**src/rtl/ps2_pkg.sv**
```systemverilog
// rtl/ps2_pkg.sv - shared decoder state type, prefix byte constants and default key table
package ps2_pkg;

    // Decoder FSM states: which prefix bytes are pending for the next data byte.
    typedef enum logic [1:0] {
        ST_IDLE    = 2'd0,
        ST_EXT     = 2'd1,
        ST_BRK     = 2'd2,
        ST_EXT_BRK = 2'd3
    } dec_state_t;

    localparam logic [7:0] CODE_EXT = 8'hE0;
    localparam logic [7:0] CODE_BRK = 8'hF0;

    // Key i scan code lives in bits [8i+7:8i]; key 0 (0x16) is the low byte.
    localparam logic [127:0] DEFAULT_KEY_TABLE = {
        8'h3C, 8'h35, 8'h2C, 8'h2D, 8'h24, 8'h1D, 8'h15, 8'h46,
        8'h3E, 8'h3D, 8'h36, 8'h2E, 8'h25, 8'h26, 8'h1E, 8'h16
    };

endpackage

```
**src/rtl/ps2_rx_frame.sv**
```systemverilog
// rtl/ps2_rx_frame.sv - PS/2 line synchroniser, sample tick divider and 11-bit frame receiver
//
// Ports:
//   clk, rst_n            system clock, asynchronous active-low reset
//   ps2_clk, ps2_data     raw PS/2 lines (asynchronous)
//   tick                  one-clk pulse every CLK_DIV cycles, all sampling happens on it
//   byte_valid, byte_data combinational pulse + data byte of a good frame (tick cycle)
//   frame_error           combinational pulse on bad start/parity/stop or frame timeout
module ps2_rx_frame #(
    parameter int CLK_DIV       = 249,
    parameter int FRAME_TIMEOUT = 4000
) (
    input  logic       clk,
    input  logic       rst_n,
    input  logic       ps2_clk,
    input  logic       ps2_data,
    output logic       tick,
    output logic       byte_valid,
    output logic [7:0] byte_data,
    output logic       frame_error
);

    localparam int DIV_W = $clog2(CLK_DIV) + 1;
    localparam int TO_W  = $clog2(FRAME_TIMEOUT) + 1;
    localparam int BIT_W = $clog2(11) + 1;

    localparam logic [DIV_W-1:0] DIV_LAST = DIV_W'(CLK_DIV - 1);
    localparam logic [TO_W-1:0]  TO_LIM   = TO_W'(FRAME_TIMEOUT);
    localparam logic [BIT_W-1:0] BIT_LAST = BIT_W'(10);

    logic [DIV_W-1:0] div_cnt;
    logic             clk_s1, clk_s2, data_s1, data_s2;
    logic             clk_prev;
    logic [BIT_W-1:0] bit_cnt;
    logic [9:0]       shreg;
    logic [TO_W-1:0]  to_cnt;
    logic             fall, last_bit, frame_ok, timeout;
    logic [10:0]      frame;

    assign tick     = (div_cnt == DIV_LAST);
    assign fall     = tick && clk_prev && !clk_s2;
    assign last_bit = fall && (bit_cnt == BIT_LAST);

    // The 11th bit is used straight from the synchroniser so the frame can be
    // judged in the same tick cycle it completes.
    assign frame    = {data_s2, shreg};
    assign frame_ok = !frame[0] && frame[10] && (^frame[9:1]);
    assign timeout  = tick && !fall && (bit_cnt != '0) && (to_cnt >= TO_LIM);

    assign byte_data   = frame[8:1];
    assign byte_valid  = last_bit && frame_ok;
    assign frame_error = (last_bit && !frame_ok) || timeout;

    always_ff @(posedge clk or negedge rst_n) begin
        if (!rst_n) begin
            div_cnt <= '0;
        end else if (tick) begin
            div_cnt <= '0;
        end else begin
            div_cnt <= div_cnt + 1'b1;
        end
    end

    always_ff @(posedge clk or negedge rst_n) begin
        if (!rst_n) begin
            clk_s1  <= 1'b1;
            clk_s2  <= 1'b1;
            data_s1 <= 1'b1;
            data_s2 <= 1'b1;
        end else begin
            clk_s1  <= ps2_clk;
            clk_s2  <= clk_s1;
            data_s1 <= ps2_data;
            data_s2 <= data_s1;
        end
    end

    // The timeout counter starts on the tick of the start bit and covers the
    // whole frame; it saturates rather than wraps.
    always_ff @(posedge clk or negedge rst_n) begin
        if (!rst_n) begin
            clk_prev <= 1'b1;
            bit_cnt  <= '0;
            shreg    <= '0;
            to_cnt   <= '0;
        end else if (tick) begin
            clk_prev <= clk_s2;
            if (last_bit || timeout) begin
                bit_cnt <= '0;
                to_cnt  <= '0;
            end else begin
                if (fall) begin
                    shreg   <= {data_s2, shreg[9:1]};
                    bit_cnt <= bit_cnt + 1'b1;
                end
                if ((fall || bit_cnt != '0) && to_cnt < TO_LIM) begin
                    to_cnt <= to_cnt + 1'b1;
                end
            end
        end
    end

endmodule

```
**src/rtl/ps2_keypad_decoder.sv**
```systemverilog
// rtl/ps2_keypad_decoder.sv - PS/2 scan-code decoder with key table match and LED drive
//
// Ports:
//   clk, rst_n                       system clock, asynchronous active-low reset
//   ps2_clk, ps2_data                raw PS/2 lines
//   event_valid                      one-clk pulse per decoded scan-code sequence
//   event_code/event_break/event_ext final byte and F0/E0 flags, valid with event_valid
//   key_hit                          one-clk pulse, bit i on non-extended make of table key i
//   key_led                          LED drive (timed hold or follow-key, by LED_MODE)
//   frame_error                      one-clk pulse on a bad or timed-out frame
module ps2_keypad_decoder
    import ps2_pkg::*;
#(
    parameter int                    CLK_DIV       = 249,
    parameter int                    NUM_KEYS      = 16,
    parameter logic [NUM_KEYS*8-1:0] KEY_TABLE     = DEFAULT_KEY_TABLE,
    parameter int                    FRAME_TIMEOUT = 4000,
    parameter int                    HOLD_TICKS    = 10000000,
    parameter int                    LED_MODE      = 0
) (
    input  logic                clk,
    input  logic                rst_n,
    input  logic                ps2_clk,
    input  logic                ps2_data,
    output logic                event_valid,
    output logic [7:0]          event_code,
    output logic                event_break,
    output logic                event_ext,
    output logic [NUM_KEYS-1:0] key_hit,
    output logic [NUM_KEYS-1:0] key_led,
    output logic                frame_error
);

    localparam int                HOLD_W    = $clog2(HOLD_TICKS) + 1;
    localparam logic [HOLD_W-1:0] HOLD_LAST = HOLD_W'(HOLD_TICKS - 1);

    logic                tick;
    logic                byte_valid;
    logic [7:0]          byte_data;
    logic                rx_error;
    dec_state_t          state;
    logic [HOLD_W-1:0]   hold_cnt;
    logic [NUM_KEYS-1:0] match, hit_next, rel_next;
    logic                is_ext, is_brk, is_data;

    ps2_rx_frame #(
        .CLK_DIV       (CLK_DIV),
        .FRAME_TIMEOUT (FRAME_TIMEOUT)
    ) u_rx (
        .clk         (clk),
        .rst_n       (rst_n),
        .ps2_clk     (ps2_clk),
        .ps2_data    (ps2_data),
        .tick        (tick),
        .byte_valid  (byte_valid),
        .byte_data   (byte_data),
        .frame_error (rx_error)
    );

    // hit_next / rel_next are what this byte does to the table keys; they
    // feed key_hit and both LED modes in the same edge as the event.
    always_comb begin
        match = '0;
        for (int i = 0; i < NUM_KEYS; i++) begin
            match[i] = (byte_data == KEY_TABLE[8*i +: 8]);
        end
        is_ext   = (state == ST_EXT) || (state == ST_EXT_BRK);
        is_brk   = (state == ST_BRK) || (state == ST_EXT_BRK);
        is_data  = byte_valid && (byte_data != CODE_EXT) && (byte_data != CODE_BRK);
        hit_next = (is_data && !is_ext && !is_brk) ? match : '0;
        rel_next = (is_data && !is_ext && is_brk)  ? match : '0;
    end

    always_ff @(posedge clk or negedge rst_n) begin
        if (!rst_n) begin
            state       <= ST_IDLE;
            event_valid <= 1'b0;
            event_code  <= '0;
            event_break <= 1'b0;
            event_ext   <= 1'b0;
            key_hit     <= '0;
            key_led     <= '0;
            frame_error <= 1'b0;
            hold_cnt    <= '0;
        end else begin
            event_valid <= 1'b0;
            key_hit     <= '0;
            frame_error <= rx_error;

            if (rx_error) begin
                state <= ST_IDLE;
            end else if (byte_valid) begin
                if (byte_data == CODE_EXT) begin
                    // Prefix flags only accumulate, so E0 after F0 also
                    // lands in EXT_BRK; repeats of a seen prefix are ignored.
                    if (state == ST_IDLE) begin
                        state <= ST_EXT;
                    end else if (state == ST_BRK) begin
                        state <= ST_EXT_BRK;
                    end
                end else if (byte_data == CODE_BRK) begin
                    if (state == ST_IDLE) begin
                        state <= ST_BRK;
                    end else if (state == ST_EXT) begin
                        state <= ST_EXT_BRK;
                    end
                end else begin
                    event_valid <= 1'b1;
                    event_code  <= byte_data;
                    event_break <= is_brk;
                    event_ext   <= is_ext;
                    key_hit     <= hit_next;
                    state       <= ST_IDLE;
                end
            end

            if (LED_MODE == 0) begin
                // A fresh hit restarts the hold even on the expiry tick.
                if (hit_next != '0) begin
                    key_led  <= hit_next;
                    hold_cnt <= '0;
                end else if (key_led != '0 && tick) begin
                    if (hold_cnt >= HOLD_LAST) begin
                        key_led  <= '0;
                        hold_cnt <= '0;
                    end else begin
                        hold_cnt <= hold_cnt + 1'b1;
                    end
                end
            end else begin
                key_led <= (key_led | hit_next) & ~rel_next;
            end
        end
    end

endmodule

```
**config.mk**
```make
export PLATFORM = sky130hd
export DESIGN_NAME = ps2_keypad_decoder
export DESIGN_NICKNAME = d
export VERILOG_FILES = /design/src/rtl/ps2_pkg.sv /design/src/rtl/ps2_rx_frame.sv /design/src/rtl/ps2_keypad_decoder.sv
export SDC_FILE = /design/constraint.sdc
export NUM_CORES = 1
export LEC_CHECK = 0
export ABC_AREA = 1
export BUFFER_PORTS_ARGS = -buffer_cell sky130_fd_sc_hd__buf_2
export CORE_MARGIN = 4
export CORE_UTILIZATION = 40
export CTS_CLUSTER_SIZE = 8
export DETAILED_ROUTE_END_ITERATION = 10
export GPL_ROUTABILITY_DRIVEN = 1
export SETUP_SLACK_MARGIN = 0.2
export SYNTH_ARGS = -nofsm -noshare
export SYNTH_HDL_FRONTEND = slang
export SYNTH_HIERARCHICAL = 1
export SYNTH_SLANG_ARGS = --single-unit
```
**constraint.sdc**
```tcl
create_clock -name clk -period 3.9 [get_ports clk]
set_input_delay 0.39 -clock clk [delete_from_list [all_inputs] [get_ports clk]]
set_output_delay 0.39 -clock clk [all_outputs]
set_load 0.02 [all_outputs]
```
==> metrics.md, run 1 <==
| Metric | Value |
|---|---|
| Worst path required time | `4.23 ns` |
| Xor and xnor area share after synthesis | `0.0442` |
| Fin nets | `850` |
| CP Class | `flip-flop to flip-flop` |
| Hold Crit Class | `primary input to asynchronous set/reset pin` |
| Switching share of power | `0.201` |
| Min Hold Slack | `-0.0259 ns` |
| Max_cap viols | `0` |
| Setup violations, final | `0` |
| Footprint of the multi-input gates | `3010 um2` |
| Area Overhead vs Synth | `16.4%` |
| Final Instance Area | `7380 um2` |
| Die height | `134 um` |
| Routed Antenna Nets | `0` |
| Failing checks | `hold timing` |
| Setup Fix Bufs, Post-CTS | `0` |
| FF+latch area | `2830 um2` |
| Syn Area/Cell | `7.98 um2` |
| Clock-pin slew on the worst setup and hold paths | `0.06 ns` |
| Die width | `134 um` |
| Syn_nets | `807` |
| CTS buffer count | `17` |
| Relative slew slack | `0.288` |
| Rows | `45` |
| Sequential share of power | `0.405` |
| H-tree Lvls | `4` |
| Main combinational cell family by area after synthesis | `simple AND/OR/NAND/NOR gates` |
| PortBufs | `47` |
| Initial core utilization | `0.413` |
| Clock sink count | `113` |
| First-pass GRT wire length | `25.2 mm` |
| Largest net degree at the start of global routing | `114` |
| Min Tclk post-route | `3.22 ns` |
| Vias in the first global route | `5047` |
| Ant diodes | `0` |
| Post-Syn Instances | `795` |
| Clk_lat worst skew | `0.42 ns` |
| Simple-gate area share of the yosys netlist | `0.323` |
| Status | `complete, but fails checks` |
| Crit Path Max Fanout | `22` |
| Sequential share of the synthesized area | `0.447` |
| CTS max path bufs | `2` |
| Synth Area in Compound Gates | `0.0901` |
| Core ar. | `15400 um2` |
| Pre-CTS WS | `0.202 ns` |
| Hold-fix buffers, CTS | `0` |
| Worst Max-Slew Pin Slew | `1.06 ns` |
| Layout cells sized above 1 | `0.174` |
| Hold Violations, Final | `9` |
| Synth Register Bits | `113` |
| Drt pass-1 iters | `5` |
| Cell Int Power | `2.32 mW` |
| Max frequency | `310 MHz` |
| Path depth of the worst reg2reg path | `19` |
| Clk pwr share | `0.585` |
| Power share of the combinational group | `0.009` |
| Worst r2r src | `u_rx/shreg[6]` |
| Skew final | `0.0178 ns` |
| Max VDD drop | `0.304 mV` |
| DR iter-0 viols | `504` |
| Overall power | `2.91 mW` |
| Top cells by area, synth | `dfrtp_1, nand2_1, nor2_1` |
| Largest area contributor in the netlist | `dfrtp_1` |
| Setup crit start kind | `flip-flop` |
| Leak | `3.67 nW` |
| Clock Tree Root | `clkbuf_16` |
| Reg-to-Reg End | `hold_cnt[21]` |
| Initial antenna violation count | `0` |
| FILL cells | `1491` |
| Vias | `5281` |
| Power Dens Cells | `394 nW/um2` |
| Ports | `48` |
| Post-detail-place hpwl | `9.80 mm` |
| Worst setup EP type | `flip-flop` |
| Reg2reg setup slack | `0.68 ns` |
| Mapped Area | `6340 um2` |
| TNS Setup | `0 ns` |
| Final worst slack | `0.678 ns` |
| Tot GR Track Use | `0.172` |
| Post-synth top area share | `0.426` |
| RSZ-0062 raised after global routing | `false` |
| Synth Area in Adders | `0.0158` |
| Final wirelength | `14.6 mm` |
| Yosys warnings | `6` |
| Overflow after GRT | `0` |
| Wire per inst | `13.8 um` |
| P_sw | `0.585 mW` |
| Distinct cells, synth | `37` |
| Crit path DAT | `3.55 ns` |
| Die area | `17900 um2` |
| Fin. max-slew vios | `0` |
| Mux contribution to synthesized area | `0` |
| CTS tree | `yes` |
| DRC | `0` |
| Vias per cell | `4.97` |
| Placed cell areas | `6710 um2` |
| Routability cong. | `0.871` |
| Final period util | `0.826` |
==> registers in the layout, summed over array words and instances (netlist names), 2 cells and up <==
| name | count |
|---|---|
| event_code | 8 |
| u_rx/shreg | 10 |
| key_led | 16 |
| u_rx/to_cnt | 13 |
| key_hit | 16 |
| state | 2 |
| u_rx/bit_cnt | 5 |
| u_rx/div_cnt | 9 |
| hold_cnt | 25 |
==> cell usage in the layout (no fill, tap or decap), types with 2 or more instances in the layout <==
| master | Yosys | final |
|---|---|---|
| a21oi_1 | 12 | 12 |
| a31oi_1 | 3 | 3 |
| buf_2 | 5 | 46 |
| buf_4 | 11 | 8 |
| bufinv_16 | 0 | 4 |
| clkbuf_16 | 0 | 17 |
| clkbuf_8 | 0 | 4 |
| clkinv_4 | 0 | 4 |
| clkinvlp_4 | 0 | 3 |
| dfrtp_1 | 108 | 108 |
| dfstp_2 | 5 | 5 |
| ha_1 | 8 | 8 |
| inv_1 | 76 | 76 |
| inv_2 | 3 | 3 |
| nand2_1 | 178 | 178 |
| nand2_2 | 7 | 6 |
| nand2_4 | 4 | 5 |
| nand3_1 | 73 | 73 |
| nand3_4 | 2 | 2 |
| nand4_1 | 35 | 35 |
| nor2_1 | 119 | 119 |
| nor2_2 | 2 | 3 |
| nor2_4 | 5 | 5 |
| nor3_1 | 11 | 11 |
| nor3b_1 | 2 | 2 |
| nor4_1 | 5 | 5 |
| o211ai_1 | 17 | 17 |
| o21ai_0 | 22 | 22 |
| o21ai_2 | 26 | 26 |
| xnor2_1 | 2 | 2 |
| xor2_1 | 30 | 30 |
==> cell usage after synthesis <==
cell and n:
a21oi_1 12, a31oi_1 3, buf_1 3, buf_2 5, buf_4 11, buf_6 5, clkbuf_1 8, clkinv_1 1
clkinv_2 1, dfrtp_1 108, dfstp_2 5, ha_1 8, inv_1 76, inv_2 3, nand2_1 178, nand2_2 7
nand2_4 4, nand3_1 73, nand3_4 2, nand4_1 35, nand4_2 1, nor2_1 119, nor2_2 2, nor2_4 5
nor2_8 1, nor3_1 11, nor3_4 1, nor3b_1 2, nor4_1 5, o211ai_1 17, o21ai_0 22, o21ai_2 26
o21ai_4 1, o21bai_2 1, or3_1 1, xnor2_1 2, xor2_1 30
==> power by group through the flow <==
stage               clock network, mW  logic, mW  registers [mW]
floorplan                           0   0.000742            1.20
global placement                    0     0.0294            1.20
detailed placement                  0     0.0291            1.20
CTS                              1.74     0.0292            1.18
global route                     1.80     0.0327            1.18
finish                           1.70     0.0266            1.18
==> layer usage <==
| layer | track usage | up-vias | part of all wire |
|---|---|---|---|
| met5 | 0 | - | 0 |
| met4 | 0.0480 | 0 | 0.012 |
| met3 | 0.0420 | 16 | 0.042 |
| met2 | 0.255 | 110 | 0.46 |
| met1 | 0.251 | 2474 | 0.49 |
| li1 | - | 2681 | - |
==> metrics by stage <==
| step | utilization | std cells |
|---|---|---|
| after floorplan | - | 795 |
| after global placement | 0.437 | 1029 |
| after detailed placement | 0.437 | 1029 |
| after CTS | 0.480 | 1062 |
| after global routing | 0.480 | 1062 |
| final | 0.480 | 1062 |
==> cells by family after synthesis <==
family | after synthesis
AO/OA/AOI/OAI | 82
XOR/XNOR | 32
adder cells (fa/ha/maj) | 8
buffers and inverters | 113
flip-flops | 113
AND/OR/NAND/NOR | 447
==> what timing repair did <==
| item | in CTS | in global routing |
|---|---|---|
| pin swaps | 1 | 0 |
| setup endpoints to repair | 22 | 22 |
| gates cloned | 1 | 0 |
| gates resized for setup | 0 | 1 |
==> worst max-delay path by stage <==
stage | from | endpoint | slack [ns] | cells past startpoint
after global routing | u_rx/shreg[6] | hold_cnt[23] | 0.24 | 19
after global placement | u_rx/shreg[5] | hold_cnt[23] | 0.25 | 19
after floorplan | u_rx/div_cnt[0] | hold_cnt[3] | 1.19 | 18
after CTS | u_rx/shreg[6] | hold_cnt[23] | 0.46 | 19
final | u_rx/shreg[6] | hold_cnt[21] | 0.68 | 19
after detailed placement | u_rx/shreg[6] | hold_cnt[23] | 0.20 | 19
==> cell type report <==
| class | instances | area share |
|---|---|---|
| multi-input combinational | 570 | 0.408 |
| sequential | 113 | 0.384 |
| clock buffer | 21 | 0.0651 |
| timing repair buffer | 55 | 0.0420 |
| inverter | 81 | 0.0413 |
| tap | 211 | 0.0358 |
| clock inverter | 11 | 0.0241 |
==> critical path: stages, from the launching register on <==
cell and delay, ns:
dfrtp_1 0.50, inv_1 0.15, nand2_1 0.10, nand2_1 0.07, nand2_1 0.09, nand2_1 0.06
nand2_1 0.07, nand2_1 0.05, nand2_1 0.05, nand2_1 0.06, nand2_1 0.06, nor2_1 0.04
buf_4 0.19, nand4_1 0.19, nand2_1 0.09, nor2_1 0.13, nand2_1 0.13, nor2_4 0.50
nand2_4 0.36, o21ai_0 0.24
(Power assumes the default switching activity.)
==> run 2, diff against run 1 <==
==> constraint.sdc (replaced) <==
create_clock -name clk -period 3.3 [get_ports clk]
set_input_delay 0.33 -clock clk [delete_from_list [all_inputs] [get_ports clk]]
set_output_delay 0.33 -clock clk [all_outputs]
set_load 0.02 [all_outputs]
==> run 2 against run 1 <==
Effect of this change:
- the run still ends with hold timing left
- cell count increased by 0.19%
- clock skew fell by 0.012 ns
- sequential power increased by 18%
- fmax up 16%
- critical path type unchanged
- wire length rose by 0.95%
- global-route usage increased by 0.31 points
- register-to-register slack got worse by 0.15 ns
- die area is the same
- critical endpoint is now hold_cnt[10]
- critical path depth is 2 lower
- cell area is 0.10% lower
- sequential cell count did not move
- sequential share of layout area hardly changed
==> metrics.md, run 2 (same netlist as run 1, synthesis figures left out) <==
| Metric | Value |
|---|---|
| Rows | `45 (unchanged)` |
| Status | `complete, but fails checks (unchanged)` |
| PortBufs | `47 (unchanged)` |
| Die width | `134 um (unchanged)` |
| Ports | `48 (unchanged)` |
| CP Class | `flip-flop to flip-flop (unchanged)` |
| Final wirelength | `14.8 mm (was 14.6 mm)` |
| FILL cells | `1499 (was 1491)` |
| Area Overhead vs Synth | `16.2% (was 16.4%)` |
| Setup Fix Bufs, Post-CTS | `0 (unchanged)` |
| Layout cells sized above 1 | `0.174 (about the same)` |
| Clock-pin slew on the worst setup and hold paths | `0.06 ns (about the same)` |
| Inst Count DP | `1030 (was 1029)` |
| Overall power | `3.32 mW (was 2.91 mW)` |
| RSZ-0062 raised after global routing | `false (unchanged)` |
| Drt pass-1 iters | `5 (unchanged)` |
| H-tree Lvls | `4 (unchanged)` |
| CP max-delay cell | `dfrtp_1 (unchanged)` |
| Failing checks | `hold timing (unchanged)` |
| Fin nets | `852 (was 850)` |
| Post-detail-place hpwl | `10.2 mm (was 9.80 mm)` |
| Worst Max-Slew Pin Slew | `1.09 ns (was 1.06 ns)` |
| Crit path max-delay family | `simple AND/OR/NAND/NOR gates (unchanged)` |
| Max VDD drop | `0.392 mV (was 0.304 mV)` |
| Routed Antenna Nets | `0 (unchanged)` |
| Skew final | `0.00620 ns (was 0.0178 ns)` |
| Vias | `5285 (was 5281)` |
| Finished Layout Cells | `1064 (was 1062)` |
| Initial core utilization | `0.413 (unchanged)` |
| Power Dens Cells | `450 nW/um2 (was 394 nW/um2)` |
| Crit path DAT | `3.07 ns (was 3.55 ns)` |
| Relative slew slack | `0.272 (was 0.288)` |
| TNS Setup | `0 ns (unchanged)` |
| Max_cap viols | `0 (unchanged)` |
| Hold Crit Class | `primary input to asynchronous set/reset pin (unchanged)` |
| Worst setup EP type | `flip-flop (unchanged)` |
| Largest Register | `hold_cnt (unchanged)` |
| Worst path required time | `3.60 ns (was 4.23 ns)` |
| Vias per cell | `4.97 (about the same)` |
| CTS tree | `yes (unchanged)` |
| Final period util | `0.839 (was 0.826)` |
| Fin. max-slew vios | `0 (unchanged)` |
| Initial antenna violation count | `0 (unchanged)` |
| Commonest non-fill, non-tap cell in the layout | `nand2_1 (unchanged)` |
| Crit Path Max Fanout | `18 (was 22)` |
| Final Instance Area | `7380 um2 (about the same)` |
| Routability cong. | `0.893 (was 0.871)` |
| DRC | `0 (unchanged)` |
| Setup violations, final | `0 (unchanged)` |
| Largest registers | `hold_cnt x25, key_hit x16, key_led x16 (unchanged)` |
| Die height | `134 um (unchanged)` |
| Max stage delay on crit path | `0.41 ns (was 0.50 ns)` |
| Clk_lat worst skew | `0.42 ns (about the same)` |
| Most frequent cells in the layout | `nand2_1, nor2_1, dfrtp_1 (unchanged)` |
| Setup crit start kind | `flip-flop (unchanged)` |
| Ant diodes | `0 (unchanged)` |
| Overflow after GRT | `0 (unchanged)` |
| CTS max path bufs | `2 (unchanged)` |
| Crit-path cells | `inv_1 > ha_1 > nand2_1 > nor3_4 > nand3_4 > clkinv_2 > nand2_4 > nor2_1 > buf_4 > nand4_1 > nand2_1 > nor2_1 > nand2_1 > nor2_4 > nand2_4 > buf_12 > o21ai_2 (was inv_1 > nand2_1 > nand2_1 > nand2_1 > nand2_1 > nand2_1 > nand2_1 > nand2_1 > nand2_1 > nand2_1 > nor2_1 > buf_4 > nand4_1 > nand2_1 > nor2_1 > nand2_1 > nor2_4 > nand2_4 > o21ai_0)` |
| Clock sink count | `113 (unchanged)` |
| WP buf/inv | `4 (was 2)` |
| Wire per inst | `13.9 um (was 13.8 um)` |
| Clock Tree Root | `clkbuf_16 (unchanged)` |
| Largest net degree at the start of global routing | `60 (was 114)` |
| Tot GR Track Use | `0.175 (was 0.172)` |
| Hold Violations, Final | `19 (was 9)` |
| Vias in the first global route | `5143 (was 5047)` |
| Placed cell areas | `6730 um2 (was 6710 um2)` |
| Min Hold Slack | `-0.0196 ns (was -0.0259 ns)` |
| DR iter-0 viols | `405 (was 504)` |
| Leak | `3.66 nW (was 3.67 nW)` |
| CTS buffer count | `17 (unchanged)` |
| Min Tclk post-route | `2.77 ns (was 3.22 ns)` |
| Max frequency | `361 MHz (was 310 MHz)` |
| First-pass GRT wire length | `25.5 mm (was 25.2 mm)` |
| Max reg flops | `25 (unchanged)` |
| Core ar. | `15400 um2 (unchanged)` |
| Most common cell on crit path | `nand2_1 (unchanged)` |
| Die area | `17900 um2 (unchanged)` |
run 2: metrics by stage:
stage	setup WS, ns	hold WS [ns]	utilization
floorplan	0.586	0.0344	-
global placement	0.448	0.347	0.438
detailed placement	0.445	0.348	0.438
CTS	0.371	0.00341	0.479
global route	0.231	0.0404	0.480
finish	0.531	-0.0196	0.480
run 2: area by class of cell:
class / instances / area, um2 / area share
inverters: 81 / 305 / 0.0414
flip-flops and latches: 113 / 2830 / 0.384
multi-input cells: 569 / 3010 / 0.407
repair buffers: 58 / 354 / 0.0480
clock inverters: 13 / 160 / 0.0217
well taps: 211 / 264 / 0.0358
clock buffers: 19 / 453 / 0.0614
run 2: path summary, 6_finish.rpt:
| kind | startpoint | endpoint | slack [ns] | cells after the start |
|---|---|---|---|---|
| setup / recovery | u_rx/div_cnt[0] | hold_cnt[10] | 0.53 | 17 |
| hold / removal | rst_n | hold_cnt[7] | -0.02 | 1 |
| setup reg to reg | u_rx/div_cnt[0] | hold_cnt[10] | 0.53 | 17 |
| hold reg to reg | u_rx/clk_s1 | u_rx/clk_s2 | 0.35 | 0 |
| max in group asynchronous | rst_n | u_rx/clk_prev | 2.50 | 2 |
| min in group clk | u_rx/clk_s1 | u_rx/clk_s2 | 0.35 | 0 |
run 2: routing by layer:
metal | vias up | track usage | share of wire
met5 | - | 0 | 0
met4 | 0 | 0.0600 | 0.015
met3 | 21 | 0.0491 | 0.044
met2 | 112 | 0.260 | 0.45
met1 | 2477 | 0.247 | 0.49
li1 | 2675 | - | -
run 2: what timing repair did:
action,CTS,global route
setup endpoints to repair,0,38
hold buffers,2,0
hold endpoints to repair,2,0
resized for setup,0,2
run 2: power by group:
| group | total, mW | switching [mW] | internal [mW] |
|---|---|---|---|
| clock | 1.89 | 0.669 | 1.22 |
| combinational | 0.0338 | 0.0280 | 0.00583 |
| sequential | 1.39 | 0.000731 | 1.39 |
